$ cat config.mk
export PLATFORM = sky130hd
export DESIGN_NAME = pc_sequencer
export DESIGN_NICKNAME = d
export VERILOG_FILES = /design/src/rtl/pc_pkg.sv /design/src/rtl/ras_stack.sv /design/src/rtl/pc_sequencer.sv
export SDC_FILE = /design/constraint.sdc
export NUM_CORES = 1
export LEC_CHECK = 0
export ABC_CLOCK_PERIOD_IN_PS = 2600
export BUFFER_PORTS_ARGS = -buffer_cell sky130_fd_sc_hd__buf_2
export CAP_MARGIN = 20
export CORE_MARGIN = 2
export CORE_UTILIZATION = 32
export CTS_BUF_LIST = sky130_fd_sc_hd__clkbuf_8
export DETAILED_ROUTE_END_ITERATION = 12
export GPL_TIMING_DRIVEN = 0
export PLACE_DENSITY = 0.47
export SYNTH_ARGS = -nofsm -noshare
export SYNTH_HDL_FRONTEND = slang
export SYNTH_HIERARCHICAL = 1
export SYNTH_SLANG_ARGS = --single-unit
$ cat constraint.sdc
create_clock -name CLK -period 2.6 [get_ports CLK]
set_input_delay 0.52 -clock CLK [delete_from_list [all_inputs] [get_ports CLK]]
set_output_delay 0.52 -clock CLK [all_outputs]
set_load 0.01 [all_outputs]
$ cat src/rtl/pc_pkg.sv
// Shared types and default sizing for the program-counter sequencer.
package pc_pkg;

   typedef enum logic [2:0] {
      SEL_HOLD,
      SEL_SEQ,
      SEL_BR,
      SEL_JMP,
      SEL_RET
   } pc_sel_e;

   localparam int DEF_PC_W      = 6;
   localparam int DEF_RAS_DEPTH = 4;

endpackage

$ cat src/rtl/ras_stack.sv
// Circular return-address stack: pushing onto a full stack overwrites the oldest entry.
module ras_stack
   import pc_pkg::*;
#(
   parameter int W     = DEF_PC_W,
   parameter int DEPTH = DEF_RAS_DEPTH
) (
   input  logic         CLK,
   input  logic         RST_N,
   input  logic         push_i,
   input  logic         pop_i,
   input  logic [W-1:0] push_data_i,
   output logic [W-1:0] top_o,
   output logic         empty_o,
   output logic         full_o,
   output logic         overflow_o,
   output logic         underflow_o
);

   localparam int PTR_W = (DEPTH > 1) ? $clog2(DEPTH) : 1;
   localparam int CNT_W = $clog2(DEPTH + 1);

   logic [W-1:0]     mem_q [DEPTH];
   logic [PTR_W-1:0] ptr_q, ptr_d, ptr_inc, ptr_dec;
   logic [CNT_W-1:0] cnt_q, cnt_d;

   assign empty_o = (cnt_q == '0);
   assign full_o  = (cnt_q == CNT_W'(DEPTH));
   assign top_o   = mem_q[ptr_q];

   always_comb begin
      ptr_inc     = (ptr_q == PTR_W'(DEPTH - 1)) ? '0 : ptr_q + PTR_W'(1);
      ptr_dec     = (ptr_q == '0) ? PTR_W'(DEPTH - 1) : ptr_q - PTR_W'(1);
      ptr_d       = ptr_q;
      cnt_d       = cnt_q;
      overflow_o  = 1'b0;
      underflow_o = 1'b0;
      if (pop_i) begin
         if (empty_o) begin
            underflow_o = 1'b1;
         end else begin
            ptr_d = ptr_dec;
            cnt_d = cnt_q - CNT_W'(1);
         end
      end else if (push_i) begin
         // A full push still advances the pointer; the count saturates.
         ptr_d = ptr_inc;
         if (full_o) overflow_o = 1'b1;
         else        cnt_d      = cnt_q + CNT_W'(1);
      end
   end

   always_ff @(posedge CLK or negedge RST_N) begin
      if (!RST_N) begin
         ptr_q <= '0;
         cnt_q <= '0;
      end else begin
         ptr_q <= ptr_d;
         cnt_q <= cnt_d;
      end
   end

   always_ff @(posedge CLK) begin
      if (push_i && !pop_i) mem_q[ptr_inc] <= push_data_i;
   end

endmodule

$ cat src/rtl/pc_sequencer.sv
// Fetch-address sequencer: priority next-PC select with a hardware return stack.
module pc_sequencer
   import pc_pkg::*;
#(
   parameter int              PC_W      = DEF_PC_W,
   parameter logic [PC_W-1:0] RESET_VEC = '0,
   parameter int              INC       = 1,
   parameter int              RAS_DEPTH = DEF_RAS_DEPTH
) (
   input  logic            CLK,
   input  logic            RST_N,
   input  logic            STALL,
   input  logic            BR_TAKEN,
   input  logic [PC_W-1:0] BR_TARGET,
   input  logic            JMP,
   input  logic [PC_W-1:0] JMP_TARGET,
   input  logic            CALL,
   input  logic            RET,
   output logic [PC_W-1:0] PCO,
   output logic [PC_W-1:0] PC_PLUS,
   output logic            RAS_EMPTY,
   output logic            RAS_FULL,
   output logic            RAS_ERR
);

   pc_sel_e         sel;
   logic [PC_W-1:0] pc_q, pc_d;
   logic            err_q, err_d;
   logic            push, pop, ovf, unf;
   logic [PC_W-1:0] ras_top;

   assign PCO     = pc_q;
   assign PC_PLUS = pc_q + PC_W'(INC);
   assign RAS_ERR = err_q;

   always_comb begin
      sel = SEL_SEQ;
      if      (STALL)    sel = SEL_HOLD;
      else if (RET)      sel = SEL_RET;
      else if (JMP)      sel = SEL_JMP;
      else if (BR_TAKEN) sel = SEL_BR;
   end

   always_comb begin
      pc_d = PC_PLUS;
      case (sel)
         SEL_HOLD: pc_d = pc_q;
         SEL_RET:  pc_d = RAS_EMPTY ? PC_PLUS : ras_top;
         SEL_JMP:  pc_d = JMP_TARGET;
         SEL_BR:   pc_d = BR_TARGET;
         default:  pc_d = PC_PLUS;
      endcase
      push  = (sel == SEL_JMP) && CALL;
      pop   = (sel == SEL_RET);
      err_d = ovf | unf;
   end

   ras_stack #(
      .W     (PC_W),
      .DEPTH (RAS_DEPTH)
   ) u_ras (
      .CLK         (CLK),
      .RST_N       (RST_N),
      .push_i      (push),
      .pop_i       (pop),
      .push_data_i (PC_PLUS),
      .top_o       (ras_top),
      .empty_o     (RAS_EMPTY),
      .full_o      (RAS_FULL),
      .overflow_o  (ovf),
      .underflow_o (unf)
   );

   always_ff @(posedge CLK or negedge RST_N) begin
      if (!RST_N) begin
         pc_q  <= RESET_VEC;
         err_q <= 1'b0;
      end else begin
         pc_q  <= pc_d;
         err_q <= err_d;
      end
   end

endmodule

==> parameters.txt <==
Parameter                              Value

Outcome
  Status ... finished clean

Setup path
  Critical path's slowest cell ... dfrtp_1
  Critical path's largest stage delay ... 480 ps
  Critical Path Source Type ... flop
  Kind of cell with the highest combined delay on the critical path ... flip-flops
  Worst path arrival time ... 1800 ps
  Required time of the critical path ... 2080 ps
  Category of the critical setup timing path ... reg2out
  Crit path buffers/inverters ... 1
  Nature of the critical path endpoint ... output port
  Cell-by-cell trace of the critical path ... ha_1 -> nand3_1 -> xnor2_1 -> buf_2
  Maximum fanout encountered on the critical timing path ... 7

Global route
  Initial antenna violation count ... 0
  First-pass GRT wire length ... 7583 um
  Largest net degree at the start of global routing ... 13
  Leftover overflow at the end of global routing ... 0
  GRT Resource Usage Total ... 14.01%
  Via count of the first global-routing pass ... 1,454

Synthesis
  Post-synthesis area per instance ... 12.20 um2
  Area fraction of the dominant cell type after synthesis ... 36.23%
  Cells after Synth ... 163
  Async set or reset register ratio after synthesis ... 33.33%
  Post-synthesis net count ... 188
  Sequential element share of the synthesized area ... 51.32%
  Most numerous cell types in the synthesized netlist ... edfxtp_1, dfrtp_1, inv_1
  Warning count from the yosys run ... 6
  Most used flip-flop cell after synthesis ... edfxtp_1
  Count of different cell masters after synthesis ... 56
  EDFF count, synth ... 24
  Most common cell in the netlist ... edfxtp_1
  Top cells by area in the synthesized netlist ... edfxtp_1, dfrtp_1, mux4_2, ha_1, inv_1
  Total standard cell area after synthesis ... 1989 um2
  Cell taking the most area after synthesis ... edfxtp_1
  Flop and latch count out of synthesis ... 36

Floorplanning
  Width of the die ... 82.85 um
  Core outline area ... 5956 um2
  Total die area ... 6863 um2
  Std-Cell Rows ... 28
  Num ports ... 34
  Effective utilization at floorplan ... 33.40%
  Die extent in y ... 82.85 um

Timing
  Achievable frequency ... 431.9 MHz
  Worst-margin pin slew ... 580.2 ps
  Final worst-path setup slack ... 284.5 ps
  Minimum clock period ... 2315 ps
  Max Clock Skew ... 11.96 ps
  Final setup violation count ... 0
  Number of max-slew violations in the final report ... 0
  Hold Vio Cnt, Final ... 0
  Unrepaired setup endpoints after global routing ... false
  Final Cycle Share ... 89.06%
  Final TNS setup ... 0 ps
  Headroom to the max-slew limit ... 60.32%

Place
  Total instance count after detailed placement ... 271
  Global placer's final weighted congestion ... 0.7754
  HPWL reported at the end of detailed placement ... 3442 um
  Pre-CTS worst setup slack ... 340.1 ps
  Number of port buffers ... 33

Power
  Pleak ... 0.9441 nW
  Power density of the placed cells ... 872.3 nW/um2
  Worst VDD drop ... 328.5 uV

Detailed routing
  Number of detailed-routing iterations run before antenna repair ... 4
  Average wire length per cell after detail routing ... 16.72 um
  Post-detailed-route via-to-cell ratio ... 5.305
  Aggregate routed wire length ... 4666 um
  Number of routed nets with antenna violations ... 0
  DRC violations left ... 0
  Violation count after the first detailed-routing iteration ... 72
  Total vias in the final route ... 1,480

Clocking
  Total CTS buffers ... 5
  Post-CTS setup-driven buffer insertion count ... 0
  Number of buffers on the longest clock path ... 2
  Clk Tree Root Cell ... clkbuf_8
  CTS-repair resized insts ... 0
  H-tree depth ... 2
  Worst-Skew Late Latency ... 290 ps
  CTS tree ... done
  Hold buffer count at cts ... 0
  Count of clock tree sinks ... 36
  CTS clk-pin slew, worst paths ... 80 ps

Final layout
  Ratio of cells with drive above 1 in the final layout ... 32.35%
  Fin cells ... 279
  Net count, final ... 228
  Fill cell total of the finished layout ... 597
  Final core occ ... 39.20%
  Diodes inserted ... 0
  Synthesis-to-finish area growth ... 17.36%

Job
  Max Cap Viol ... 0

Hold path
  Hold WC Path Type ... in2async
flip-flops by register name, summed over array words and instances, names as in the netlist:
register / flops
RAS_ERR: 1
u_ras/ptr_q: 2
PCO: 6
u_ras/cnt_q: 3
u_ras/mem_q: 24
worst reg2reg max path, cell delays in order, from the launching register on:
cell      delay [ps]
dfrtp_1          480
nor3_4           350
buf_6            190
inv_1            100
o311ai_1         410
a32oi_1          160
o22a_1           200
cells by family after synthesis:
group           after synthesis  share of synthesized area [%]
fa+ha+maj                     6                          4.151
mux                           8                          7.862
buf+inv                      20                          5.346
simple gates                 45                          13.96
flops                        36                          51.32
xor+xnor                      4                          1.761
compound gates               44                          15.60
layer usage:
layer  routed length, um  share of wire [%]  GRT usage [%]  vias up
met3                 273                5.9          4.274        2
met5                   0                  0              0        -
met4                  27               0.58          3.577        0
li1                    -                  -              -      694
met1                2176                 47          19.09      727
met2                2188                 47          21.85       57
final cells by class:
| class | instances | area [um2] | share of cell area [%] |
|---|---|---|---|
| clock buffer | 5 | 68.82 | 2.947 |
| timing repair buffer | 33 | 165.2 | 7.074 |
| buffer | 8 | 61.31 | 2.626 |
| tap | 75 | 93.84 | 4.019 |
| clock inverter | 3 | 17.52 | 0.7503 |
| sequential | 36 | 1021 | 43.73 |
| multi-input combinational | 107 | 862.1 | 36.92 |
| inverter | 12 | 45.04 | 1.929 |
path summary, 6_finish.rpt:
check	startpoint	endpoint	slack, ps	depth (start not counted)
setup / recovery	PCO[0]	PC_PLUS[4]	280	4
hold / removal	RST_N	u_ras/cnt_q[0]	110	1
hold reg to reg	PCO[5]	PCO[5]	570	1
max in group asynchronous	RST_N	PCO[4]	2240	1
setup reg to reg	u_ras/cnt_q[2]	PCO[3]	590	6
min in group CLK	PCO[5]	PCO[5]	570	1
power by group:
group | switching (W) | internal (W)
Combinational | 0.000428 | 0.000362
Sequential | 0.000110 | 0.000735
Clock | 0.000214 | 0.000187
metrics by stage:
| stage | hold WS (ps) | power, W | cell area [um2] |
|---|---|---|---|
| global placement | 425.3 | 0.001631 | 2248 |
| CTS | 114.5 | 0.002064 | 2335 |
| global route | 119.7 | 0.002184 | 2335 |
| finish | 110.1 | 0.002037 | 2335 |
| floorplan | 224.4 | 0.001390 | 1989 |
| detailed placement | 441.4 | 0.001660 | 2248 |
placed cells by master (no fill, tap or decap), types with 2 or more instances in the layout:
master and count:
xnor2_1 3, a32oi_1 2, nand2_1 10, or2_2 2
and2_1 5, inv_1 12, buf_2 37, o22ai_1 4
and2_2 2, a21oi_1 7, and3_2 2, clkbuf_8 5
o31ai_1 2, nor2_1 7, a21o_1 2, o21ai_0 8
nor2b_1 3, buf_6 3, dfrtp_1 12, a211oi_1 2
ha_1 5, nand3_1 2, mux4_2 6, o221ai_1 2
edfxtp_1 24
Power figures use the tool's default switching activity.
